File: src/rtl/deflation_sequencer_if.sv
`default_nettype none
// ============================================================================
// Module   : deflation_sequencer_if
// Purpose  : Bundles the run-control, engine handshake and matrix-control
//            signals of the deflation sequencer.
// Ports    : (interface signals)
//   start, num_comp        run request and component count
//   eig_start, eig_done    eigenvector engine handshake
//   vec_wr_en, vec_wr_idx  eigenvector/eigenvalue store strobe and slot
//   upd_start, upd_done    covariance updater handshake
//   cov_sel, cov_load      working-matrix select and deflated-matrix latch
//   comp_idx, busy, done, timeout_err   status
// Modports : master = sequencer side, slave = environment side.
// Revision : 1.0 - initial release
// ============================================================================
interface deflation_sequencer_if #(
  parameter int IDX_W = 3
);
  logic             start;
  logic [IDX_W:0]   num_comp;
  logic             eig_start;
  logic             eig_done;
  logic             vec_wr_en;
  logic [IDX_W-1:0] vec_wr_idx;
  logic             upd_start;
  logic             upd_done;
  logic             cov_sel;
  logic             cov_load;
  logic [IDX_W-1:0] comp_idx;
  logic             busy;
  logic             done;
  logic             timeout_err;

  modport master (
    input  start, num_comp, eig_done, upd_done,
    output eig_start, vec_wr_en, vec_wr_idx, upd_start, cov_sel, cov_load,
           comp_idx, busy, done, timeout_err
  );

  modport slave (
    output start, num_comp, eig_done, upd_done,
    input  eig_start, vec_wr_en, vec_wr_idx, upd_start, cov_sel, cov_load,
           comp_idx, busy, done, timeout_err
  );
endinterface
`default_nettype wire

File: src/rtl/deflation_sequencer.sv
`default_nettype none
// ============================================================================
// Module   : deflation_sequencer
// Purpose  : Eigen-decomposition-by-deflation controller. For each of K
//            components: start the eigenvector engine, store its result,
//            run the covariance updater, reload the deflated matrix.
// Ports    :
//   clk   in  system clock, rising edge
//   rst   in  synchronous reset, active low
//   bus   deflation_sequencer_if.master (handshakes, strobes, status)
// Revision : 1.0 - initial release
// ============================================================================
module deflation_sequencer #(
  parameter int MAX_COMP = 8,
  parameter int IDX_W    = 3,
  parameter int TIMEOUT  = 4096,
  parameter int TO_W     = 13
) (
  input wire clk,
  input wire rst,
  deflation_sequencer_if.master bus
);

  typedef enum logic [2:0] {
    S_IDLE     = 3'd0,
    S_EIG_GO   = 3'd1,
    S_EIG_WAIT = 3'd2,
    S_STORE    = 3'd3,
    S_UPD_WAIT = 3'd4,
    S_LOAD     = 3'd5,
    S_NEXT     = 3'd6,
    S_FIN      = 3'd7
  } state_t;

  localparam logic [IDX_W:0]   C_MAX_COMP = (IDX_W+1)'(MAX_COMP);
  localparam logic [IDX_W:0]   C_K_ONE    = (IDX_W+1)'(1);
  localparam logic [IDX_W-1:0] C_IDX_ONE  = IDX_W'(1);
  localparam logic [TO_W-1:0]  C_TIMEOUT  = TO_W'(TIMEOUT);
  localparam logic [TO_W-1:0]  C_CNT_ONE  = TO_W'(1);

  state_t           state_q, state_d;
  logic [IDX_W:0]   k_q, k_d;
  logic [IDX_W-1:0] idx_q, idx_d;
  logic [TO_W-1:0]  cnt_q, cnt_d;
  logic             sel_q, sel_d;
  logic             terr_q, terr_d;
  logic             bad_q, bad_d;     // done pulse for a rejected start
  logic             legal_w;
  logic             last_w;
  logic [TO_W-1:0]  cnt_inc_w;

  always_comb begin
    state_d   = state_q;
    k_d       = k_q;
    idx_d     = idx_q;
    cnt_d     = cnt_q;
    sel_d     = sel_q;
    terr_d    = terr_q;
    bad_d     = 1'b0;
    legal_w   = (bus.num_comp != '0) && (bus.num_comp <= C_MAX_COMP);
    last_w    = ({1'b0, idx_q} == (k_q - C_K_ONE));
    cnt_inc_w = cnt_q + C_CNT_ONE;

    case (state_q)
      S_IDLE: begin
        if (bus.start) begin
          if (legal_w) begin
            k_d     = bus.num_comp;
            idx_d   = '0;
            sel_d   = 1'b0;
            terr_d  = 1'b0;
            state_d = S_EIG_GO;
          end else begin
            bad_d = 1'b1;
          end
        end
      end
      S_EIG_GO: begin
        cnt_d   = '0;
        state_d = S_EIG_WAIT;
      end
      S_EIG_WAIT: begin
        if (bus.eig_done) begin
          state_d = S_STORE;
        end else begin
          cnt_d = cnt_inc_w;
          if (cnt_inc_w >= C_TIMEOUT) begin
            terr_d  = 1'b1;
            state_d = S_IDLE;
          end
        end
      end
      S_STORE: begin
        // The final component is never deflated.
        if (last_w) begin
          state_d = S_FIN;
        end else begin
          cnt_d   = '0;
          state_d = S_UPD_WAIT;
        end
      end
      S_UPD_WAIT: begin
        if (bus.upd_done) begin
          state_d = S_LOAD;
        end else begin
          cnt_d = cnt_inc_w;
          if (cnt_inc_w >= C_TIMEOUT) begin
            terr_d  = 1'b1;
            state_d = S_IDLE;
          end
        end
      end
      S_LOAD: begin
        // From here on the engine works on the deflated register.
        sel_d   = 1'b1;
        state_d = S_NEXT;
      end
      S_NEXT: begin
        idx_d   = idx_q + C_IDX_ONE;
        state_d = S_EIG_GO;
      end
      S_FIN: begin
        state_d = S_IDLE;
      end
      default: begin
        state_d = S_IDLE;
      end
    endcase
  end

  always_ff @(posedge clk) begin
    if (!rst) begin
      state_q <= S_IDLE;
      k_q     <= '0;
      idx_q   <= '0;
      cnt_q   <= '0;
      sel_q   <= 1'b0;
      terr_q  <= 1'b0;
      bad_q   <= 1'b0;
    end else begin
      state_q <= state_d;
      k_q     <= k_d;
      idx_q   <= idx_d;
      cnt_q   <= cnt_d;
      sel_q   <= sel_d;
      terr_q  <= terr_d;
      bad_q   <= bad_d;
    end
  end

  // Outputs decode registered state only, so no input reaches an output
  // without passing through a flop.
  assign bus.eig_start   = (state_q == S_EIG_GO);
  assign bus.vec_wr_en   = (state_q == S_STORE);
  assign bus.vec_wr_idx  = idx_q;
  assign bus.upd_start   = (state_q == S_UPD_WAIT);
  assign bus.cov_load    = (state_q == S_LOAD);
  assign bus.cov_sel     = sel_q;
  assign bus.comp_idx    = idx_q;
  assign bus.busy        = (state_q != S_IDLE);
  assign bus.done        = (state_q == S_FIN) | bad_q;
  assign bus.timeout_err = terr_q;

endmodule
`default_nettype wire

File: src/flat_wrapper.sv
// flat-port wrapper written by rule: the top's interface ports become plain ports
module deflation_sequencer_flat 
#(
  parameter int MAX_COMP = 8,
  parameter int IDX_W    = 3,
  parameter int TIMEOUT  = 4096,
  parameter int TO_W     = 13
)
  (clk, rst, bus_start, bus_num_comp, bus_eig_done, bus_upd_done, bus_eig_start, bus_vec_wr_en, bus_vec_wr_idx, bus_upd_start, bus_cov_sel, bus_cov_load, bus_comp_idx, bus_busy, bus_done, bus_timeout_err);
  deflation_sequencer_if #(.IDX_W(IDX_W)) bus_i ();
  input wire clk;
  input wire rst;
  input wire logic [$bits(bus_i.start)-1:0] bus_start;
  input wire logic [$bits(bus_i.num_comp)-1:0] bus_num_comp;
  input wire logic [$bits(bus_i.eig_done)-1:0] bus_eig_done;
  input wire logic [$bits(bus_i.upd_done)-1:0] bus_upd_done;
  output wire logic [$bits(bus_i.eig_start)-1:0] bus_eig_start;
  output wire logic [$bits(bus_i.vec_wr_en)-1:0] bus_vec_wr_en;
  output wire logic [$bits(bus_i.vec_wr_idx)-1:0] bus_vec_wr_idx;
  output wire logic [$bits(bus_i.upd_start)-1:0] bus_upd_start;
  output wire logic [$bits(bus_i.cov_sel)-1:0] bus_cov_sel;
  output wire logic [$bits(bus_i.cov_load)-1:0] bus_cov_load;
  output wire logic [$bits(bus_i.comp_idx)-1:0] bus_comp_idx;
  output wire logic [$bits(bus_i.busy)-1:0] bus_busy;
  output wire logic [$bits(bus_i.done)-1:0] bus_done;
  output wire logic [$bits(bus_i.timeout_err)-1:0] bus_timeout_err;
  assign bus_i.start = bus_start;
  assign bus_i.num_comp = bus_num_comp;
  assign bus_i.eig_done = bus_eig_done;
  assign bus_i.upd_done = bus_upd_done;
  assign bus_eig_start = bus_i.eig_start;
  assign bus_vec_wr_en = bus_i.vec_wr_en;
  assign bus_vec_wr_idx = bus_i.vec_wr_idx;
  assign bus_upd_start = bus_i.upd_start;
  assign bus_cov_sel = bus_i.cov_sel;
  assign bus_cov_load = bus_i.cov_load;
  assign bus_comp_idx = bus_i.comp_idx;
  assign bus_busy = bus_i.busy;
  assign bus_done = bus_i.done;
  assign bus_timeout_err = bus_i.timeout_err;
  deflation_sequencer #(.MAX_COMP(MAX_COMP), .IDX_W(IDX_W), .TIMEOUT(TIMEOUT), .TO_W(TO_W)) u_core (.clk(clk), .rst(rst), .bus(bus_i));
endmodule
File: config.mk
export PLATFORM = sky130hd
export DESIGN_NAME = deflation_sequencer_flat
export DESIGN_NICKNAME = d
export VERILOG_FILES = /design/src/rtl/deflation_sequencer_if.sv /design/src/rtl/deflation_sequencer.sv /design/src/flat_wrapper.sv
export SDC_FILE = /design/constraint.sdc
export NUM_CORES = 1
export LEC_CHECK = 0
export ABC_AREA = 0
export CORE_ASPECT_RATIO = 0.75
export CORE_MARGIN = 2
export CORE_UTILIZATION = 55
export CTS_CLUSTER_SIZE = 8
export DETAILED_ROUTE_END_ITERATION = 6
export HOLD_SLACK_MARGIN = 0.05
export PLACE_DENSITY_LB_ADDON = 0.2
export RECOVER_POWER = 100
export SLEW_MARGIN = 10
export SYNTH_ARGS = -nofsm -noshare
export SYNTH_HDL_FRONTEND = slang
export SYNTH_SLANG_ARGS = --single-unit
File: constraint.sdc
create_clock -name clk -period 4.2 [get_ports clk]
set_clock_uncertainty 0.1 [all_clocks]
set_input_delay 0.84 -clock clk [delete_from_list [all_inputs] [get_ports clk]]
set_output_delay 0.84 -clock clk [all_outputs]
set_load 0.02 [all_outputs]
# --- Word level (Yosys, flattened, before mapping) ---
# Cells that the tools add are included.
totals:
  register_bits: 26
  elab_cells: 63
  output_inout_bits: 14
  input_bits: 9
op_classes:
  n_reduce_logical: 15
  order_cmp: 2
  mux: 22
  n_addsub: 3
  eq_ne: 13
  bitwise: 1
op_table:
  columns: ["operator", "count"]
  rows:
  - ["13-bit case mux with 4 select lines", 1]
  - ["13-bit two-way mux", 3]
  - ["3-bit case mux with 8 select lines", 1]
  - ["3-bit two-way mux", 7]
  - ["13-bit by 1-bit adder with 13-bit output, second input constant", 1]
  - ["13-bit >= comparator, second input constant", 1]
  - ["3-bit equality test, second input constant", 4]
  - ["3-bit AND reduction", 4]
  - ["2-bit != test, second input constant", 4]
  - ["4-bit nonzero test", 2]
  - ["3-bit by 2-bit equality test with 1-bit output, second input constant", 2]
  - ["1-bit two-way mux", 6]
  - ["3-bit case mux with 2 select lines", 1]
  - ["3-bit nonzero test", 2]
  - ["5-bit AND reduction", 1]
  - ["3-bit by 4-bit equality test with 1-bit output", 1]
  - ["4-bit less-or-equal comparator, second input constant", 1]
  - ["4-bit AND reduction", 1]
  - ["2-bit nonzero test", 2]
  - ["4-bit by 1-bit subtractor with 4-bit output, second input constant", 1]
  - ["3-bit by 1-bit adder with 3-bit output, second input constant", 1]
  - ["3-bit by 1-bit equality test with 1-bit output, second input constant", 1]
  - ["3-bit zero test", 1]
  - ["1-bit case mux with 3 select lines", 1]
  - ["6 further kinds", 6]

# --- Logic depth before layout (Yosys ltp) ---
# Gate-level depths: netlist (run 1).
logic_depth:
  ltp_word: 5
  depth_mapped: 9
  ltp_nobuf: 7

# --- Worst setup path after synthesis (run 1) ---
# OpenSTA, ideal clock, no wires.
synth_timing:
  path_type: "input port to flip-flop"
  from: "input port bus_num_comp[3]"
  to: "register u_core.k_q[0]"
  setup_ns: 0.116
  path_stages: 6
  n_path_buf: 1
  arrival_time_ns: 2.159
  required_time_ns: 3.984
  setup_slack_ns: 1.825
  path_cell_list: "or4_1 > and3_1 > nand2b_1 > clkbuf_1 > mux2i_1 > nor2b_1"
synth_via:
  elab_chain_cells: 3
  elab_cells_between_ends: 4
  classes_between: "1 x order compare; 3 x reduce/logical"
synth_lines:
  columns: ["element", "line_no", "source"]
  rows:
  - ["start, declared", "flat_wrapper.sv:14", "input wire logic [$bits(bus_i.num_comp)-1:0] bus_num_comp;"]
  - ["4-bit less-or-equal comparator or 4-bit nonzero test (tied branches)", "deflation_sequencer.sv:60", "legal_w = (bus.num_comp != '0) && (bus.num_comp <= C_MAX_COMP);"]
  - ["1-bit logical AND (*)", "deflation_sequencer.sv:60", null]
  - ["3-bit AND reduction (no source line) (*)", null, null]
  - ["end signal, assigned", "deflation_sequencer.sv:142", "k_q <= k_d;"]
  - ["end, declared", "deflation_sequencer.sv:42", "logic [IDX_W:0] k_q, k_d;"]
# Mark *: on every way between the ends. The rest lies on a longest branch, timed or not.
# A chain may end at the register's enable or synchronous reset.

# --- Final worst setup path (run 1) ---
layout_timing:
  from: "register u_core.state_q[0]"
  to: "output port bus_busy"
layout_via:
  elab_chain_cells: 1
layout_lines:
  columns: ["element", "line_no", "source"]
  rows:
  - ["start, declared", "deflation_sequencer.sv:41", "state_t state_q, state_d;"]
  - ["start signal, assigned", "deflation_sequencer.sv:141", "state_q <= state_d;"]
  - ["3-bit nonzero test", "deflation_sequencer.sv:160", "assign bus.busy = (state_q != S_IDLE);"]
  - ["end, declared", "flat_wrapper.sv:24", "output wire logic [$bits(bus_i.busy)-1:0] bus_busy;"]
# Every way passes these cells.

==> results of run 1 <==
==> power by group through the flow <==
stage / clock, mW / sequential (mW) / combinational [mW]
CTS: 0.131 / 0.296 / 0.180
finish: 0.131 / 0.297 / 0.172
floorplan: 0 / 0.282 / 0.147
global placement: 0 / 0.299 / 0.178
detailed placement: 0 / 0.301 / 0.180
global route: 0.139 / 0.301 / 0.188
==> cell families (layout without fill, tap and decap cells) <==
family | Yosys count | in the layout
xor gates and xnor gates | 11 | 11
muxes | 4 | 4
adders and majority gates | 3 | 3
AOI/OAI and AO/OA | 38 | 38
and+or+nand+nor | 73 | 73
DFF | 26 | 26
buffers and inverters | 18 | 32
==> per-stage QoR <==
stage	setup slack (ns)	hold WS, ns
after floorplan	1.82	0.359
after global placement	1.42	0.336
after detailed placement	1.35	0.354
after CTS	1.27	0.372
after global routing	1.11	0.396
final	1.16	0.367
==> sequential cells by signal (all words and copies together) (netlist names) <==
name and flops:
u_core.bad_q 1, u_core.bus.comp_idx 3, u_core.bus.cov_sel 1, u_core.bus.timeout_err 1, u_core.cnt_q 13, u_core.k_q 4, u_core.state_q 3
==> tightest hold or removal path, stage by stage (launching register included) <==
cell and delay [ns]:
dfxtp_1 0.33, inv_1 0.05, a21oi_1 0.05
==> layout make-up <==
cell class | instances | area [um^2] | share of cell area
Multi-Input combinational cell | 129 | 831 | 0.496
Sequential cell | 26 | 520 | 0.311
Clock buffer | 4 | 36.3 | 0.0217
Tap cell | 36 | 45.0 | 0.0269
Inverter | 6 | 22.5 | 0.0134
Timing Repair Buffer | 22 | 220 | 0.131
==> layer usage <==
layer	track usage	vias to the layer above	part of all wire
met5	0	-	0
met1	0.315	618	0.50
met3	0.0535	2	0.044
met2	0.305	29	0.45
met4	0.0471	0	0.0041
li1	-	650	-
==> cell usage after synthesis (2+ instances only) <==
master | n | area (um^2)
clkbuf_1 | 7 | 26.3
nand2_1 | 16 | 60.1
or4_1 | 4 | 30.0
nand2b_1 | 2 | 12.5
nand3b_1 | 4 | 30.0
xor2_1 | 3 | 26.3
nand3_1 | 6 | 30.0
mux2i_1 | 4 | 40.0
o21ai_0 | 7 | 35.0
xnor2_1 | 7 | 61.3
inv_1 | 6 | 22.5
or3_1 | 8 | 50.1
nor2b_1 | 7 | 43.8
a21oi_1 | 10 | 50.1
buf_4 | 3 | 22.5
and3_1 | 3 | 18.8
ha_1 | 3 | 37.5
a211oi_1 | 4 | 30.0
nand4_1 | 3 | 18.8
o31ai_1 | 4 | 30.0
nor2_1 | 12 | 45.0
o22ai_1 | 3 | 18.8
a2111oi_0 | 2 | 17.5
dfxtp_1 | 26 | 521
buf_6 | 2 | 22.5
==> worst paths after layout <==
kind	endpoint	depth (start not counted)	slack (ns)
hold / removal	u_core.bus.timeout_err	2	0.37
setup / recovery	bus_busy	2	1.16
hold reg to reg	u_core.bus.timeout_err	2	0.37
setup reg to reg	u_core.cnt_q[1]	7	1.85
==> metrics.csv, run 1 <==
stage,metric,value,unit
outcome,status,"finished, final reports clean",
clock_tree,cts repair resizes,0,
yosys,"Seq/Total Area, Yosys",0.357,
setup_path,crit path kind,reg -> out,
power,Combinational Power Share,0.287,
setup_path,Critical path origin,u_core.state_q[0],
power,clock power share,0.218,
placement,GPL Wtd Cong,0.850,
global_routing,Tot GR Track Use,0.211,
job,Max Cap Violations,0,
setup_path,RR Startpoint,u_core.k_q[0],
setup_path,Max stage delay on crit path,0.70,ns
setup_path,CP Max Fanout,17,
yosys,Syn Std Cell Area,0.00146,mm^2
yosys,Main synth FF type,dfxtp_1,
setup_path,Worst Path Buf+Inv,1,
layout,share of layout cells above drive strength 1,0.0374,
floorplan,Die W,63.4,um
timing,unrepaired setup endpoints after global routing,no,
clock_tree,CTS Buf Count,3,
route,final WL,3180,um
global_routing,pin count of the biggest net entering global routing,18,
floorplan,die area,0.00308,mm^2
timing,max_slew headroom,0.609,
clock_tree,# Post-CTS Setup Buffers,0,
floorplan,Core Area,0.00256,mm^2
timing,Fin Setup TNS,0,ns
setup_path,Startpoint Class,register,
clock_tree,worst-skew pair later-pin latency,0.33,ns
route,Antenna Nets Post-Route,0,
yosys,Compound-Gate Fraction of Synth Area,0.170,
setup_path,CP required,3.26,ns
layout,Non-Filler Instances,223,
floorplan,IO Pins,23,
setup_path,CP top delay family,buffers and inverters,
layout,fillers,250,
yosys,mean post-synth cell area,8.42,um^2
setup_path,Worst Path Arrival,2.10,ns
power,Tot Pwr,600,uW
clock_tree,TritonCTS clock tree,done,
power,Int Power,387,uW
timing,Final period util,0.724,
placement,IO Port Bufs,22,
route,DR WL/cell,14.2,um
placement,DP Area,0.00165,mm^2
yosys,Synth Area in XOR/XNOR,0.0756,
clock_tree,hold_buf cts,0,
setup_path,Slowest cell on crit path,dlygate4sd3_1,
timing,worst slew pin tran,0.583,ns
timing,Tmin final,3.04,ns
route,DRC Markers,0,
yosys,main combinational cell family by area after synthesis,simple AND/OR/NAND/NOR gates,
layout,antenna cells,0,
power,Psw,212,uW
route,DR pass1 iterations,4,
timing,Final Hold Fails,0,
timing,Pins Over Slew Limit,0,
yosys,post-synthesis mux area share,0.0275,
timing,Final Setup Violations,0,
global_routing,initial antenna violation count,0,
yosys,ys async rst share,0,
worst_hold_path,Worst Hold Class,reg -> reg,
global_routing,grt ovf,0,
route,DR iter-0 viols,71,
layout,Layout Utilization,0.654,
clock_tree,htree depth,1,
floorplan,Die H,48.6,um
yosys,register bit total from synthesis,26,
power,pwr/cell area,358,mW/mm^2
clock_tree,clock-pin slew on the worst setup and hold paths,0.14,ns
layout,"commonest non-fill, non-tap cell in the layout",dfxtp_1,
layout,most frequent cells in the layout,"dfxtp_1, dlygate4sd3_1, nand2_1",
route,via/cell ratio,5.83,
setup_path,Setup crit end kind,output port,
power,maximum VDD drop,0.209,mV
placement,HPWL Detailed,2360,um
yosys,Synth Area in Adders,0.0258,
layout,"Design Area, Final",0.00168,mm^2
yosys,"Net Count, Synth",185,
yosys,Post-Synth Simple-Gate Area,0.279,
yosys,YS warnings,0,
route,via count,1299,
yosys,Post-Syn Instances,173,
power,switching power share of the total,0.354,
yosys,synth unique cells,42,
layout,Final nets,200,
worst_hold_path,hold path start,u_core.bus.timeout_err,
floorplan,row count,16,
clock_tree,Num Clock Sinks,26,
clock_tree,clock root buffer master,clkbuf_4,
power,Reg power frac,0.496,
clock_tree,maximum buffer depth of the clock tree,2,
layout,Area Overhead vs Synth,15.0,%
placement,Placed Cells,219,
setup_path,CP Cell Sequence,"or3_1, dlygate4sd3_1",
global_routing,number of global-route vias before repair,1125,
power,P_leak,0.646,nW
floorplan,Starting Density,0.568,
global_routing,first-pass GRT wire length,5220,um
yosys,"EDFF count, synth",0,
timing,Achievable Freq,329,MHz
No activity file was read; power rests on OpenSTA's default activity.
==> run 2, diff against run 1 <==
- CORE_UTILIZATION: 55 -> 53
- clock period: 4.2 -> 3 ns (I/O delays scaled with it)
==> metrics.csv, run 2 (synthesis results as in run 1) <==
stage,metric,value,unit
route,final WL,3270,um
layout,Area Overhead vs Synth,17.0,%
layout,most frequent cells in the layout,"dfxtp_1, nand2_1, dlygate4sd3_1",
layout,Top reg by flops,u_core.cnt_q,
setup_path,Worst Path Arrival,2.03,ns
timing,Final period util,0.911,
power,clock power share,0.269,
timing,Achievable Freq,366,MHz
power,P_leak,0.662,nW
clock_tree,hold_buf cts,0,
setup_path,flop2flop setup slack,0.55,ns
power,pwr/cell area,538,mW/mm^2
route,via count,1299,
clock_tree,# Post-CTS Setup Buffers,0,
global_routing,first-pass GRT wire length,5540,um
setup_path,CP Max Fanout,15,
clock_tree,cts repair resizes,0,
route,DRC Markers,0,
global_routing,initial antenna violation count,0,
setup_path,Setup crit end kind,output port,
clock_tree,TritonCTS clock tree,done,
layout,"commonest non-fill, non-tap cell in the layout",dfxtp_1,
route,DR iter-0 viols,112,
timing,Tmin final,2.73,ns
route,Antenna Nets Post-Route,0,
clock_tree,clock-pin slew on the worst setup and hold paths,0.15,ns
power,maximum VDD drop,0.378,mV
floorplan,Core Area,0.00260,mm^2
timing,final setup margin,0.268,ns
clock_tree,worst-skew pair later-pin latency,0.33,ns
setup_path,Critical path origin,u_core.state_q[2],
setup_path,CP required,2.30,ns
global_routing,pin count of the biggest net entering global routing,18,
setup_path,crit path kind,reg -> out,
layout,share of layout cells above drive strength 1,0.0423,
layout,fillers,241,
placement,Placed Cells,221,
layout,Non-Filler Instances,225,
route,via/cell ratio,5.77,
floorplan,die area,0.00319,mm^2
outcome,status,"finished, final reports clean",
floorplan,Die W,64.5,um
clock_tree,CTS Buf Count,3,
timing,unrepaired setup endpoints after global routing,no,
global_routing,number of global-route vias before repair,1148,
layout,Largest regs,"u_core.cnt_q (13), u_core.k_q (4)",
worst_hold_path,hold path start,u_core.bus.timeout_err,
route,DR pass1 iterations,4,
timing,Final Hold Fails,0,
route,DR WL/cell,14.5,um
layout,Largest register FFs,13,
setup_path,Reg2Reg Depth,7,
setup_path,Startpoint Class,register,
timing,max_slew headroom,0.598,
setup_path,end point of the critical path,bus_cov_load,
layout,antenna cells,0,
placement,HPWL Detailed,2440,um
placement,IO Port Bufs,22,
placement,DP Worst Slack,0.391,ns
placement,GPL Wtd Cong,0.823,
worst_hold_path,Worst Hold Class,reg -> reg,
timing,Pins Over Slew Limit,0,
power,Tot Pwr,916,uW
floorplan,IO Pins,23,
layout,Final nets,202,
floorplan,Starting Density,0.560,
global_routing,grt ovf,0,
power,Int Power,613,uW
clock_tree,maximum buffer depth of the clock tree,2,
setup_path,RR Endpoint,u_core.cnt_q[0],
power,Combinational Power Share,0.278,
timing,Fin Setup TNS,0,ns
setup_path,RR Startpoint,u_core.k_q[0],
floorplan,Die H,49.4,um
clock_tree,htree depth,1,
power,Reg power frac,0.453,
timing,Final Setup Violations,0,
timing,worst slew pin tran,0.589,ns
power,switching power share of the total,0.331,
clock_tree,clock root buffer master,clkbuf_4,
clock_tree,Num Clock Sinks,26,
job,Max Cap Violations,0,
power,Psw,303,uW
global_routing,Tot GR Track Use,0.226,
floorplan,row count,16,
run 2: cell count changes in the layout (fill, tap and decap cells not counted):
cell             previous run  this run
buf_4                       0         2
clkdlybuf4s50_1             5         7
dlygate4sd3_1              17        15
and4_1                      1         2
and4_4                      1         0
bufinv_16                   0         1
clkbuf_8                    1         0
run 2: power by group through the flow:
stage,sequential (mW),combinational [mW],clock [mW]
after floorplan,0.394,0.205,0
after global placement,0.418,0.264,0
after detailed placement,0.421,0.266,0
after CTS,0.413,0.267,0.253
after global routing,0.421,0.281,0.263
final,0.415,0.255,0.246
run 2: worst min-delay path by stage:
stage | slack, ns | end | depth (start not counted)
floorplan | 0.36 | u_core.cnt_q[12] | 2
global placement | 0.34 | u_core.bus.timeout_err | 2
detailed placement | 0.34 | u_core.bus.timeout_err | 2
CTS | 0.36 | u_core.bus.timeout_err | 2
global route | 0.40 | u_core.bus.timeout_err | 2
finish | 0.36 | u_core.bus.timeout_err | 2
run 2: layout make-up:
| type | instances | area (um^2) | share of cell area |
|---|---|---|---|
| Multi-Input combinational cell | 129 | 828 | 0.486 |
| Sequential cell | 26 | 520 | 0.305 |
| Timing Repair Buffer | 24 | 235 | 0.138 |
| Tap cell | 36 | 45.0 | 0.0264 |
| Clock inverter | 1 | 30.0 | 0.0176 |
| Clock buffer | 3 | 22.5 | 0.0132 |
| Inverter | 6 | 22.5 | 0.0132 |
run 2: layer usage:
| metal | vias up | share of wire | GRT usage |
|---|---|---|---|
| li1 | 649 | - | - |
| met1 | 607 | 0.51 | 0.344 |
| met2 | 41 | 0.43 | 0.321 |
| met3 | 2 | 0.055 | 0.0508 |
| met4 | 0 | 0.0058 | 0.0532 |
| met5 | - | 0 | 0 |
run 2: worst max-delay path, cell delays in order, from the launching register on:
cell and delay, ns:
dfxtp_1 0.60, nor2b_1 0.26, and2_1 0.17, dlygate4sd3_1 0.67
run 2: stage by stage:
| stage | hold slack [ns] | instance area, um^2 | utilization |
|---|---|---|---|
| 2_1_floorplan | 0.359 | 1460 | - |
| 3_3_place_gp | 0.337 | 1670 | 0.640 |
| 3_5_place_dp | 0.340 | 1670 | 0.640 |
| 4_1_cts | 0.360 | 1720 | 0.660 |
| 5_1_grt | 0.400 | 1700 | 0.655 |
| 6_report | 0.356 | 1700 | 0.655 |
